[src/rtl/serial_link_pkg.sv]
// ============================================================================
// Module : serial_link_pkg
// Brief  : Shared types and sizing for the serial link credit flow control.
// Rev    : 1.0 - initial release
// ============================================================================
`default_nettype none

package serial_link_pkg;

    localparam int unsigned NumCredits  = 16;
    localparam int unsigned CreditWidth = $clog2(NumCredits + 1);

    typedef logic [CreditWidth-1:0] credit_t;

    typedef enum logic [1:0] {
        CrIdle    = 2'd0,
        CrPending = 2'd1,
        CrForce   = 2'd2
    } credit_state_e;

endpackage

`default_nettype wire

[src/rtl/serial_link_credit_return_timer.sv]
// ============================================================================
// Module : serial_link_credit_return_timer
// Brief  : Up-counter with synchronous clear (priority) and count enable.
// Rev    : 1.0 - initial release
// ============================================================================
`default_nettype none

module serial_link_credit_return_timer #(
    parameter int unsigned Width = 6
) (
    input  logic             clk_i,
    input  logic             rst_ni,
    input  logic             clear_i,
    input  logic             en_i,
    output logic [Width-1:0] count_o
);

    logic [Width-1:0] count_q;

    always_ff @(posedge clk_i or negedge rst_ni) begin
        if (!rst_ni) begin
            count_q <= '0;
        end else if (clear_i) begin
            count_q <= '0;
        end else if (en_i) begin
            count_q <= count_q + Width'(1);
        end
    end

    assign count_o = count_q;

endmodule

`default_nettype wire

[src/rtl/serial_link_credit_return.sv]
// ============================================================================
// Module : serial_link_credit_return
// Brief  : Receiver-side credit return: counts freed RX slots and offers them
//          to the TX link layer, forcing a credit-only flit when needed.
// Rev    : 1.0 - initial release
// ============================================================================
`default_nettype none

module serial_link_credit_return
    import serial_link_pkg::*;
#(
    parameter int unsigned NumCredits  = serial_link_pkg::NumCredits,
    parameter int unsigned ForceThresh = NumCredits / 2,
    parameter int unsigned IdleTimeout = 64
) (
    input  logic    clk_i,
    input  logic    rst_ni,
    input  logic    clear_i,
    input  logic    rx_push_i,
    input  logic    rx_pop_i,
    output credit_t credits_o,
    output logic    credits_valid_o,
    input  logic    credits_ready_i,
    output logic    force_send_o,
    output credit_t occupancy_o,
    output logic    overflow_o,
    output logic    underflow_o
);

    localparam credit_t     FullLvl    = credit_t'(NumCredits);
    localparam credit_t     ThreshLvl  = credit_t'(ForceThresh);
    localparam int unsigned TimerWidth = $clog2(IdleTimeout);
    localparam logic [TimerWidth-1:0] TimerLast = TimerWidth'(IdleTimeout - 1);

    credit_state_e state_q, state_d;
    credit_t       pending_q, pending_d;
    credit_t       offered_q, offered_d;
    credit_t       occupancy_q, occupancy_d;
    logic          overflow_q, overflow_d;
    logic          underflow_q, underflow_d;

    logic                  push_ok, pop_ok;
    logic                  handshake;
    credit_t               pending_base;
    logic [CreditWidth:0]  pending_sum;
    credit_t               pending_next;
    logic                  timer_clr, timer_en;
    logic [TimerWidth-1:0] timer_q;

    // ------------------------------------------------------------------
    // Buffer occupancy and error tracking. A push and pop in the same
    // cycle cancel out, so they are legal even at empty or full.
    // ------------------------------------------------------------------
    always_comb begin
        push_ok     = rx_push_i && ((occupancy_q != FullLvl) || rx_pop_i);
        pop_ok      = rx_pop_i  && ((occupancy_q != '0) || rx_push_i);
        occupancy_d = occupancy_q;
        overflow_d  = overflow_q;
        underflow_d = underflow_q;

        if (push_ok && !pop_ok) begin
            occupancy_d = occupancy_q + credit_t'(1);
        end else if (pop_ok && !push_ok) begin
            occupancy_d = occupancy_q - credit_t'(1);
        end

        if (rx_push_i && !rx_pop_i && (occupancy_q == FullLvl)) begin
            overflow_d = 1'b1;
        end
        if (rx_pop_i && !rx_push_i && (occupancy_q == '0)) begin
            underflow_d = 1'b1;
        end

        if (clear_i) begin
            occupancy_d = '0;
            overflow_d  = 1'b0;
            underflow_d = 1'b0;
        end
    end

    // ------------------------------------------------------------------
    // Pending credits: the handshake retires what was offered, while a
    // pop in the same cycle still adds to the residual.
    // ------------------------------------------------------------------
    always_comb begin
        handshake    = (state_q != CrIdle) && credits_ready_i;
        pending_base = handshake ? (pending_q - offered_q) : pending_q;
        pending_sum  = {1'b0, pending_base} + {{CreditWidth{1'b0}}, pop_ok};
        if (pending_sum > {1'b0, FullLvl}) begin
            pending_next = FullLvl;
        end else begin
            pending_next = pending_sum[CreditWidth-1:0];
        end
    end

    // ------------------------------------------------------------------
    // Offer FSM. The offered value is relatched whenever a new offer
    // starts so credits_o never changes under a stalled valid.
    // ------------------------------------------------------------------
    always_comb begin
        state_d   = state_q;
        offered_d = offered_q;
        pending_d = pending_next;
        timer_clr = 1'b0;
        timer_en  = 1'b0;

        case (state_q)
            CrIdle: begin
                timer_clr = 1'b1;
                if (pending_next != '0) begin
                    state_d   = CrPending;
                    offered_d = pending_next;
                end
            end
            CrPending: begin
                if (handshake) begin
                    timer_clr = 1'b1;
                    if (pending_next == '0) begin
                        state_d   = CrIdle;
                        offered_d = '0;
                    end else begin
                        offered_d = pending_next;
                    end
                end else begin
                    timer_en = 1'b1;
                    if ((pending_q >= ThreshLvl) || (timer_q == TimerLast)) begin
                        state_d = CrForce;
                    end
                end
            end
            CrForce: begin
                if (handshake) begin
                    timer_clr = 1'b1;
                    if (pending_next == '0) begin
                        state_d   = CrIdle;
                        offered_d = '0;
                    end else begin
                        state_d   = CrPending;
                        offered_d = pending_next;
                    end
                end
            end
            default: begin
                state_d   = CrIdle;
                offered_d = '0;
                timer_clr = 1'b1;
            end
        endcase

        if (clear_i) begin
            state_d   = CrIdle;
            pending_d = '0;
            offered_d = '0;
            timer_clr = 1'b1;
            timer_en  = 1'b0;
        end
    end

    always_ff @(posedge clk_i or negedge rst_ni) begin
        if (!rst_ni) begin
            state_q     <= CrIdle;
            pending_q   <= '0;
            offered_q   <= '0;
            occupancy_q <= '0;
            overflow_q  <= 1'b0;
            underflow_q <= 1'b0;
        end else begin
            state_q     <= state_d;
            pending_q   <= pending_d;
            offered_q   <= offered_d;
            occupancy_q <= occupancy_d;
            overflow_q  <= overflow_d;
            underflow_q <= underflow_d;
        end
    end

    serial_link_credit_return_timer #(
        .Width (TimerWidth)
    ) u_timeout (
        .clk_i   (clk_i),
        .rst_ni  (rst_ni),
        .clear_i (timer_clr),
        .en_i    (timer_en),
        .count_o (timer_q)
    );

    assign credits_o       = offered_q;
    assign credits_valid_o = (state_q != CrIdle);
    assign force_send_o    = (state_q == CrForce);
    assign occupancy_o     = occupancy_q;
    assign overflow_o      = overflow_q;
    assign underflow_o     = underflow_q;

endmodule

`default_nettype wire

[config.mk]
export PLATFORM = sky130hd
export DESIGN_NAME = serial_link_credit_return
export DESIGN_NICKNAME = d
export VERILOG_FILES = /design/src/rtl/serial_link_pkg.sv /design/src/rtl/serial_link_credit_return_timer.sv /design/src/rtl/serial_link_credit_return.sv
export SDC_FILE = /design/constraint.sdc
export NUM_CORES = 1
export LEC_CHECK = 0
export BUFFER_PORTS_ARGS = -buffer_cell sky130_fd_sc_hd__buf_2
export CORE_ASPECT_RATIO = 0.7
export CORE_MARGIN = 2
export CORE_UTILIZATION = 58
export CTS_CLUSTER_DIAMETER = 60
export DETAILED_ROUTE_END_ITERATION = 7
export GPL_TIMING_DRIVEN = 0
export PLACE_DENSITY = 0.9
export SYNTH_ARGS = -nofsm -noshare
export SYNTH_HDL_FRONTEND = slang
export SYNTH_SLANG_ARGS = --single-unit
[constraint.sdc]
create_clock -name clk_i -period 4.5 [get_ports clk_i]
set_input_delay 0.675 -clock clk_i [delete_from_list [all_inputs] [get_ports clk_i]]
set_output_delay 0.675 -clock clk_i [all_outputs]
set_load 0.1 [all_outputs]
==> qor.tcl, run 1 <==
set qor(reg2reg_slack_ps) 860
set qor(number_of_nets_in_the_layout) 239
set qor(grt_first_pass_wirelength_mm) 6.50
set qor(postSynth.topFlopCell) {sky130_fd_sc_hd__dfrtp_1}
set qor(filler_cells) 250
set qor(syn_to_final_growth_pct) 9.91
set qor(route.detailed.vias_per_inst) 6.01
set qor(final_max_slew_viol_count) 0
set qor(via_count_of_the_routed_design) 1526
set qor(worstPathCellList) {or4_1 > o31a_1 > ha_1 > ha_1 > or3b_2 > a311oi_1 > mux2i_1 > nor3_2 > mux2i_1 > mux2i_1}
set qor(post_route_cells_drive_above_1_share_pct) 16.2
set qor(status) {completed}
set qor(clock_tree.buffer_depth) 2
set qor(dieWidth_um) 71.4
set qor(setup.worst_path.end_class) {flip-flop}
set qor(timing.slew.headroom_pct) 49.9
set qor(slowest_delay_ps) 600
set qor(rsz0062_at_grt) {false}
set qor(worstSetupPathType) {reg2reg}
set qor(reg2reg_from) {occupancy_o[1]}
set qor(wire_per_inst_um) 15.2
set qor(yosysWarningCount) 0
set qor(ctsRootBufferMaster) {sky130_fd_sc_hd__clkbuf_8}
set qor(global_route.overflow_total) 0
set qor(cts-hold-fix-buffers) 0
set qor(async_flop_share_pct) 100
set qor(antenna_violating_nets_post_route) 0
set qor(dieHeight_um) 51.2
set qor(setup.worst_path.end) {state_q[1]}
set qor(core.rowCount) 17
set qor(die-area_sq_mm) 0.00365
set qor(start_point_of_the_critical_path) {occupancy_o[1]}
set qor(clk_pin_slew_ps) 90
set qor(ys_ff_latch) 25
set qor(worst-slew-pin-transition_ps) 744
set qor(clock_tree.htree_level_count) 1
set qor(clk_latency_ps) 260
set qor(finalCoreUtilization_pct) 65.7
set qor(critical_path.slowest_cell) {sky130_fd_sc_hd__or4_1}
set qor(cp-start-kind) {flip-flop}
set qor(pin_count_of_the_biggest_net_entering_global_routing) 26
set qor(first_global_vias) 1430
set qor(syn_nets) 216
set qor(synth_sequential_area_ratio_pct) 33.9
set qor(clock-sinks) 25
set qor(grt_util_all_layers_pct) 22.8
set qor(port_buffers) 18
set qor(placed_cells_incl_taps) 250
set qor(fin_worst_skew_ps) 6.99
set qor(drt-pass1-iter-count) 6
set qor(syn-cell-area_sq_mm) 0.00184
set qor(cts_setup_buffers) 0
set qor(cts_tree) {built}
set qor(synth-edff-count) 0
set qor(final_min_period_over_clock_period_pct) 80.9
set qor(cp_data_required_time_ps) 4690
set qor(detail_route.wirelength_mm) 3.86
set qor(post-dp-hpwl_mm) 2.91
set qor(hold_crit_path_type) {in2async}
set qor(synth_cell_types) 49
set qor(antenna_found_initial) 0
set qor(maxCapViolCount) 0
set qor(r2r_cells) 10
set qor(cp.arrival_ps) 3830
set qor(cts_buffers) 3
set qor(syn_avg_cell_area_sq_um) 9.50
set qor(instances_no_fill) 254
set qor(timing.final.setup_violations) 0
set qor(gp_weighted_congestion) 0.892
set qor(finalWorstPathRequiredPeriod_ps) 3640
set qor(boundaryPins) 20
set qor(destination_of_the_worst_register_to_register_timing_path) {state_q[1]}
set qor(drc) 0
set qor(cts_resized) 0
set qor(critical_path_peak_fanout) 6
set qor(cpMostUsedCell) {sky130_fd_sc_hd__mux2i_1}
set qor(drt_iter0_markers) 110
set qor(initial_core_utilization_pct) 59.8
set qor(antenna-diode-count) 0
set qor(postSynthCellCount) 194
set qor(finalHoldViolCount) 0
set qor(tns_setup_ps) 0
set qor(core-area_sq_mm) 0.00308
set qor(fmaxAchievable_mhz) 275
[sequential cells by signal (all words and copies together), names as in the netlist]
signal             cells
state_q                2
u_timeout.count_o      6
underflow_o            1
occupancy_o            5
pending_q              5
overflow_o             1
credits_o              5
[cells by family after synthesis]
kind of cell	count (synthesis)	share of synthesized area [%]
and+or+nand+nor	75	21.0
AOI/OAI and AO/OA	37	17.2
DFF	25	33.9
buffers and inverters	21	4.68
adders and majority gates	16	11.7
muxes	11	7.20
xor gates and xnor gates	9	4.28
[stage by stage]
step	worst slack (ps)	hold slack [ps]	instance area [sq um]
after CTS	909	412	2030
after floorplan	745	379	1840
after global placement	982	488	1980
final	862	395	2030
after global routing	652	437	2030
after detailed placement	935	497	1980
[worst min path at each step]
stage | start | to | slack [ps] | cells after the start
2_1_floorplan | rst_ni | credits_o[0] | 380 | 0
3_3_place_gp | overflow_o | overflow_o | 490 | 2
3_5_place_dp | underflow_o | underflow_o | 500 | 2
4_1_cts | rst_ni | credits_o[3] | 410 | 1
5_1_grt | rst_ni | credits_o[3] | 440 | 1
6_report | rst_ni | credits_o[4] | 390 | 1
[critical path: cells and delay by family (launching register included)]
kind / cells / cell delay (ps)
muxes: 3 / 760
DFF: 1 / 450
AOI/OAI and AO/OA: 2 / 510
adders and majority gates: 2 / 600
and+or+nand+nor: 3 / 1260
[layer usage]
layer	wire (um)	global-route usage [%]
met5	0	0
met4	19	6.60
met3	127	2.17
met2	1750	37.0
met1	1970	32.7
[area by class of cell]
type / count / area, sq um / area share (%)
multi-input cells: 148 / 1130 / 55.8
flip-flops and latches: 25 / 626 / 30.9
repair buffers: 18 / 90.1 / 4.45
inverters: 17 / 63.8 / 3.15
well taps: 38 / 47.5 / 2.35
clock buffers: 4 / 45.0 / 2.22
plain buffers: 4 / 22.5 / 1.11
[cell usage in the layout (no fill, tap or decap), types with 2 or more instances in the layout]
cell and instances:
sky130_fd_sc_hd__or4_1 2, sky130_fd_sc_hd__nand4_1 3, sky130_fd_sc_hd__a21oi_1 6, sky130_fd_sc_hd__nand2b_1 4, sky130_fd_sc_hd__nor3_1 5, sky130_fd_sc_hd__ha_1 14
sky130_fd_sc_hd__dfrtp_1 25, sky130_fd_sc_hd__nor2b_1 6, sky130_fd_sc_hd__nor2_1 21, sky130_fd_sc_hd__xnor2_1 3, sky130_fd_sc_hd__nand3_1 3, sky130_fd_sc_hd__o2111ai_1 2
sky130_fd_sc_hd__o41ai_1 4, sky130_fd_sc_hd__xor2_1 6, sky130_fd_sc_hd__clkbuf_1 4, sky130_fd_sc_hd__o21ai_0 5, sky130_fd_sc_hd__a21o_1 2, sky130_fd_sc_hd__a31oi_1 2
sky130_fd_sc_hd__fa_1 2, sky130_fd_sc_hd__buf_2 18, sky130_fd_sc_hd__clkbuf_8 3, sky130_fd_sc_hd__inv_1 17, sky130_fd_sc_hd__o31ai_1 5, sky130_fd_sc_hd__mux2i_1 7
sky130_fd_sc_hd__nand2_1 21
[Yosys cell counts, drive strengths merged (2+ instances only)]
master | n | area [sq um]
dfrtp | 25 | 626
nand2 | 21 | 78.8
nor2 | 21 | 78.8
inv | 17 | 63.8
ha | 14 | 175
mux2i | 8 | 83.8
a21oi | 6 | 30.0
nor2b | 6 | 37.5
nor3 | 6 | 35.0
o31ai | 6 | 58.8
xor2 | 6 | 52.6
o21ai | 5 | 25.0
nand2b | 4 | 25.0
o41ai | 4 | 35.0
clkbuf | 3 | 11.3
nand3 | 3 | 15.0
nand4 | 3 | 18.8
xnor2 | 3 | 26.3
a21o | 2 | 15.0
a31oi | 2 | 12.5
fa | 2 | 40.0
mux2 | 2 | 26.3
o2111ai | 2 | 17.5
o211ai | 2 | 33.8
or4 | 2 | 15.0
Power of run 1 is not shown: default switching activity piles up to over one toggle a cycle in this logic, so the estimate is an artifact.
==> inputs of run 2 (changes only) <==
--- a/config.mk
+++ b/config.mk
@@ -8,11 +8,11 @@
 export BUFFER_PORTS_ARGS = -buffer_cell sky130_fd_sc_hd__buf_2
 export CORE_ASPECT_RATIO = 0.7
 export CORE_MARGIN = 2
-export CORE_UTILIZATION = 58
+export CORE_UTILIZATION = 53
 export CTS_CLUSTER_DIAMETER = 60
 export DETAILED_ROUTE_END_ITERATION = 7
 export GPL_TIMING_DRIVEN = 0
-export PLACE_DENSITY = 0.9
+export PLACE_DENSITY = 0.87
 export SYNTH_ARGS = -nofsm -noshare
 export SYNTH_HDL_FRONTEND = slang
 export SYNTH_SLANG_ARGS = --single-unit
==> constraint.sdc (replaced) <==
create_clock -name clk_i -period 2.94 [get_ports clk_i]
set_input_delay 0.441 -clock clk_i [delete_from_list [all_inputs] [get_ports clk_i]]
set_output_delay 0.441 -clock clk_i [all_outputs]
set_load 0.1 [all_outputs]
==> run 2 against run 1 <==
The run now ends with setup timing left. Critical endpoint unchanged. Final cell count is 7.1% higher. Utilization rose by 3.6 points. Routed wire length grew 10%. Critical path depth unchanged. Flip-flop and latch count unchanged. Setup slack worse by 1300 ps. Register-to-register slack worse by 1300 ps. Highest routed layer unchanged.
==> qor.tcl, run 2 (synthesized netlist as in run 1, its figures left out) <==
set qor(slowest_delay_ps) 550 ;# -50 ps
set qor(via_count_of_the_routed_design) 1594 ;# +4.5%
set qor(antenna-diode-count) 0 ;# unchanged
set qor(finish.instance_area_sq_mm) 0.00224 ;# +11%
set qor(detail_route.wirelength_mm) 4.25 ;# +10%
set qor(status) {finished with violations}
set qor(timing.slew.headroom_pct) 19.0 ;# -31 points
set qor(placement.setup.worst_slack_ps) -420 ;# -1350 ps
set qor(route.detailed.vias_per_inst) 5.86 ;# -2.5%
set qor(cp-start-kind) {flip-flop}
set qor(finalWorstPathRequiredPeriod_ps) 3360 ;# -280 ps
set qor(global_route.overflow_total) 0 ;# unchanged
set qor(fmaxAchievable_mhz) 298 ;# +8.4%
set qor(gp_weighted_congestion) 0.809 ;# -9.3%
set qor(placement.cell_area_sq_mm) 0.00203 ;# +2.3%
set qor(drc) 0 ;# unchanged
set qor(ctsRootBufferMaster) {sky130_fd_sc_hd__clkbuf_8}
set qor(reg2reg_from) {occupancy_o[1]}
set qor(post_route_cells_drive_above_1_share_pct) 30.7 ;# +14 points
set qor(antenna_violating_nets_post_route) 0 ;# unchanged
set qor(final_max_slew_viol_count) 0 ;# unchanged
set qor(critical_path.slowest_cell) {sky130_fd_sc_hd__or4_4}
set qor(clock_tree.buffer_depth) 2 ;# unchanged
set qor(rsz0062_at_grt) {true}
set qor(final_min_period_over_clock_period_pct) 114 ;# +33 points
set qor(largest_register_ffs) 6 ;# unchanged
set qor(finalWorstSetupSlack_ps) -418 ;# -1280 ps
set qor(violated_checks) {setup timing}
set qor(maxCapViolCount) 0 ;# unchanged
set qor(grt_first_pass_wirelength_mm) 7.00 ;# +7.8%
set qor(boundaryPins) 20 ;# unchanged
set qor(worst-slew-pin-transition_ps) 1200 ;# +459 ps
set qor(layout.cells.most_common) {sky130_fd_sc_hd__nor2_1}
set qor(cts_buffers) 3 ;# unchanged
set qor(clock-sinks) 25 ;# unchanged
set qor(hold_crit_path_type) {in2async}
set qor(finalHoldViolCount) 0 ;# unchanged
set qor(cpMostUsedCell) {sky130_fd_sc_hd__mux2i_1}
set qor(worstSetupPathType) {reg2reg}
set qor(tns_setup_ps) -2360 ;# -2360 ps
set qor(clk_pin_slew_ps) 90 ;# about the same
set qor(post-dp-hpwl_mm) 2.93 ;# +0.59%
set qor(die-area_sq_mm) 0.00397 ;# +8.8%
set qor(number_of_nets_in_the_layout) 248 ;# +3.8%
set qor(cp_data_required_time_ps) 3130 ;# -1560 ps
set qor(grt_util_all_layers_pct) 23.6 ;# +0.80 points
set qor(timing.final.setup_violations) 7 ;# +7
set qor(cts_tree) {built}
set qor(setup.worst_path.end_class) {flip-flop}
set qor(antenna_found_initial) 0 ;# unchanged
set qor(critical_path_peak_fanout) 2 ;# -4
set qor(core.rowCount) 17 ;# unchanged
set qor(port_buffers) 18 ;# unchanged
set qor(wire_per_inst_um) 15.6 ;# +2.9%
set qor(drt_iter0_markers) 85 ;# -23%
set qor(clock_tree.htree_level_count) 1 ;# unchanged
set qor(first_global_vias) 1547 ;# +8.2%
set qor(core-area_sq_mm) 0.00323 ;# +4.8%
set qor(worstPathCellList) {or4_4 > o31a_1 > ha_2 > ha_4 > or3b_4 > a311oi_2 > mux2i_1 > nor3_2 > mux2i_2 > mux2i_1}
set qor(start_point_of_the_critical_path) {occupancy_o[1]}
set qor(pin_count_of_the_biggest_net_entering_global_routing) 26 ;# unchanged
set qor(fin_worst_skew_ps) 6.82 ;# -0.174 ps
set qor(dieWidth_um) 74.5 ;# +4.4%
set qor(dieHeight_um) 53.3 ;# +4.2%
set qor(drt-pass1-iter-count) 4 ;# -2
set qor(clk_latency_ps) 270 ;# about the same
set qor(final_cell_mix) {sky130_fd_sc_hd__nor2_1, sky130_fd_sc_hd__dfrtp_1, sky130_fd_sc_hd__buf_2, sky130_fd_sc_hd__inv_1, sky130_fd_sc_hd__nand2_1}
set qor(cp.arrival_ps) 3550 ;# -280 ps
set qor(syn_to_final_growth_pct) 21.5
set qor(cts-hold-fix-buffers) 0 ;# unchanged
set qor(initial_core_utilization_pct) 57.0 ;# -2.8 points
## run 2: final timing paths
kind / end / slack (ps) / cells after the start
setup reg to reg: state_q[1] / -420 / 10
hold / removal: occupancy_o[0] / 150 / 1
setup / recovery: state_q[1] / -420 / 10
min in group clk_i: overflow_o / 520 / 2
max in group asynchronous: occupancy_o[1] / 2380 / 1
hold reg to reg: overflow_o / 520 / 2
## run 2: timing repair
action / in CTS / in global routing
cloned: 0 / 0
setup endpoints to repair: 7 / 10
pin swaps: 3 / 4
buffers inserted: 9 / 1
gates resized for setup: 12 / 8
## run 2: per-stage QoR
step           utilization, %  hold WS (ps)  cells
2_1_floorplan               -           145    194
3_3_place_gp             62.7           451    259
3_5_place_dp             62.7           455    259
4_1_cts                  67.8           160    272
5_1_grt                  69.3           203    272
6_report                 69.3           148    272
## run 2: final cells by class
type	instances	area (sq um)
Tap cell	47	58.8
Buffer	4	22.5
Timing Repair Buffer	27	165
Fill cell	250	993
Clock buffer	3	41.3
Multi-Input combinational cell	148	1240
Clock inverter	1	7.51
Inverter	17	63.8
Sequential cell	25	638
## run 2: critical path, delay by kind of cell (launching register included)
family                   cells  cell delay [ps]
AND/OR/NAND/NOR              3             1210
multiplexers                 3              710
adder cells (fa/ha/maj)      2              420
AO/OA/AOI/OAI                2              450
flip-flops                   1              500
## run 2: routing by layer
layer	wire (um)	up-vias	part of all wire, %	global-route usage (%)
met3	276	6	6.5	4.76
met5	0	-	0	0
li1	-	757	-	-
met1	1960	767	46	31.5
met4	38	0	0.89	3.87
met2	1980	64	47	40.3
Power of run 2 is left out for the same reason.
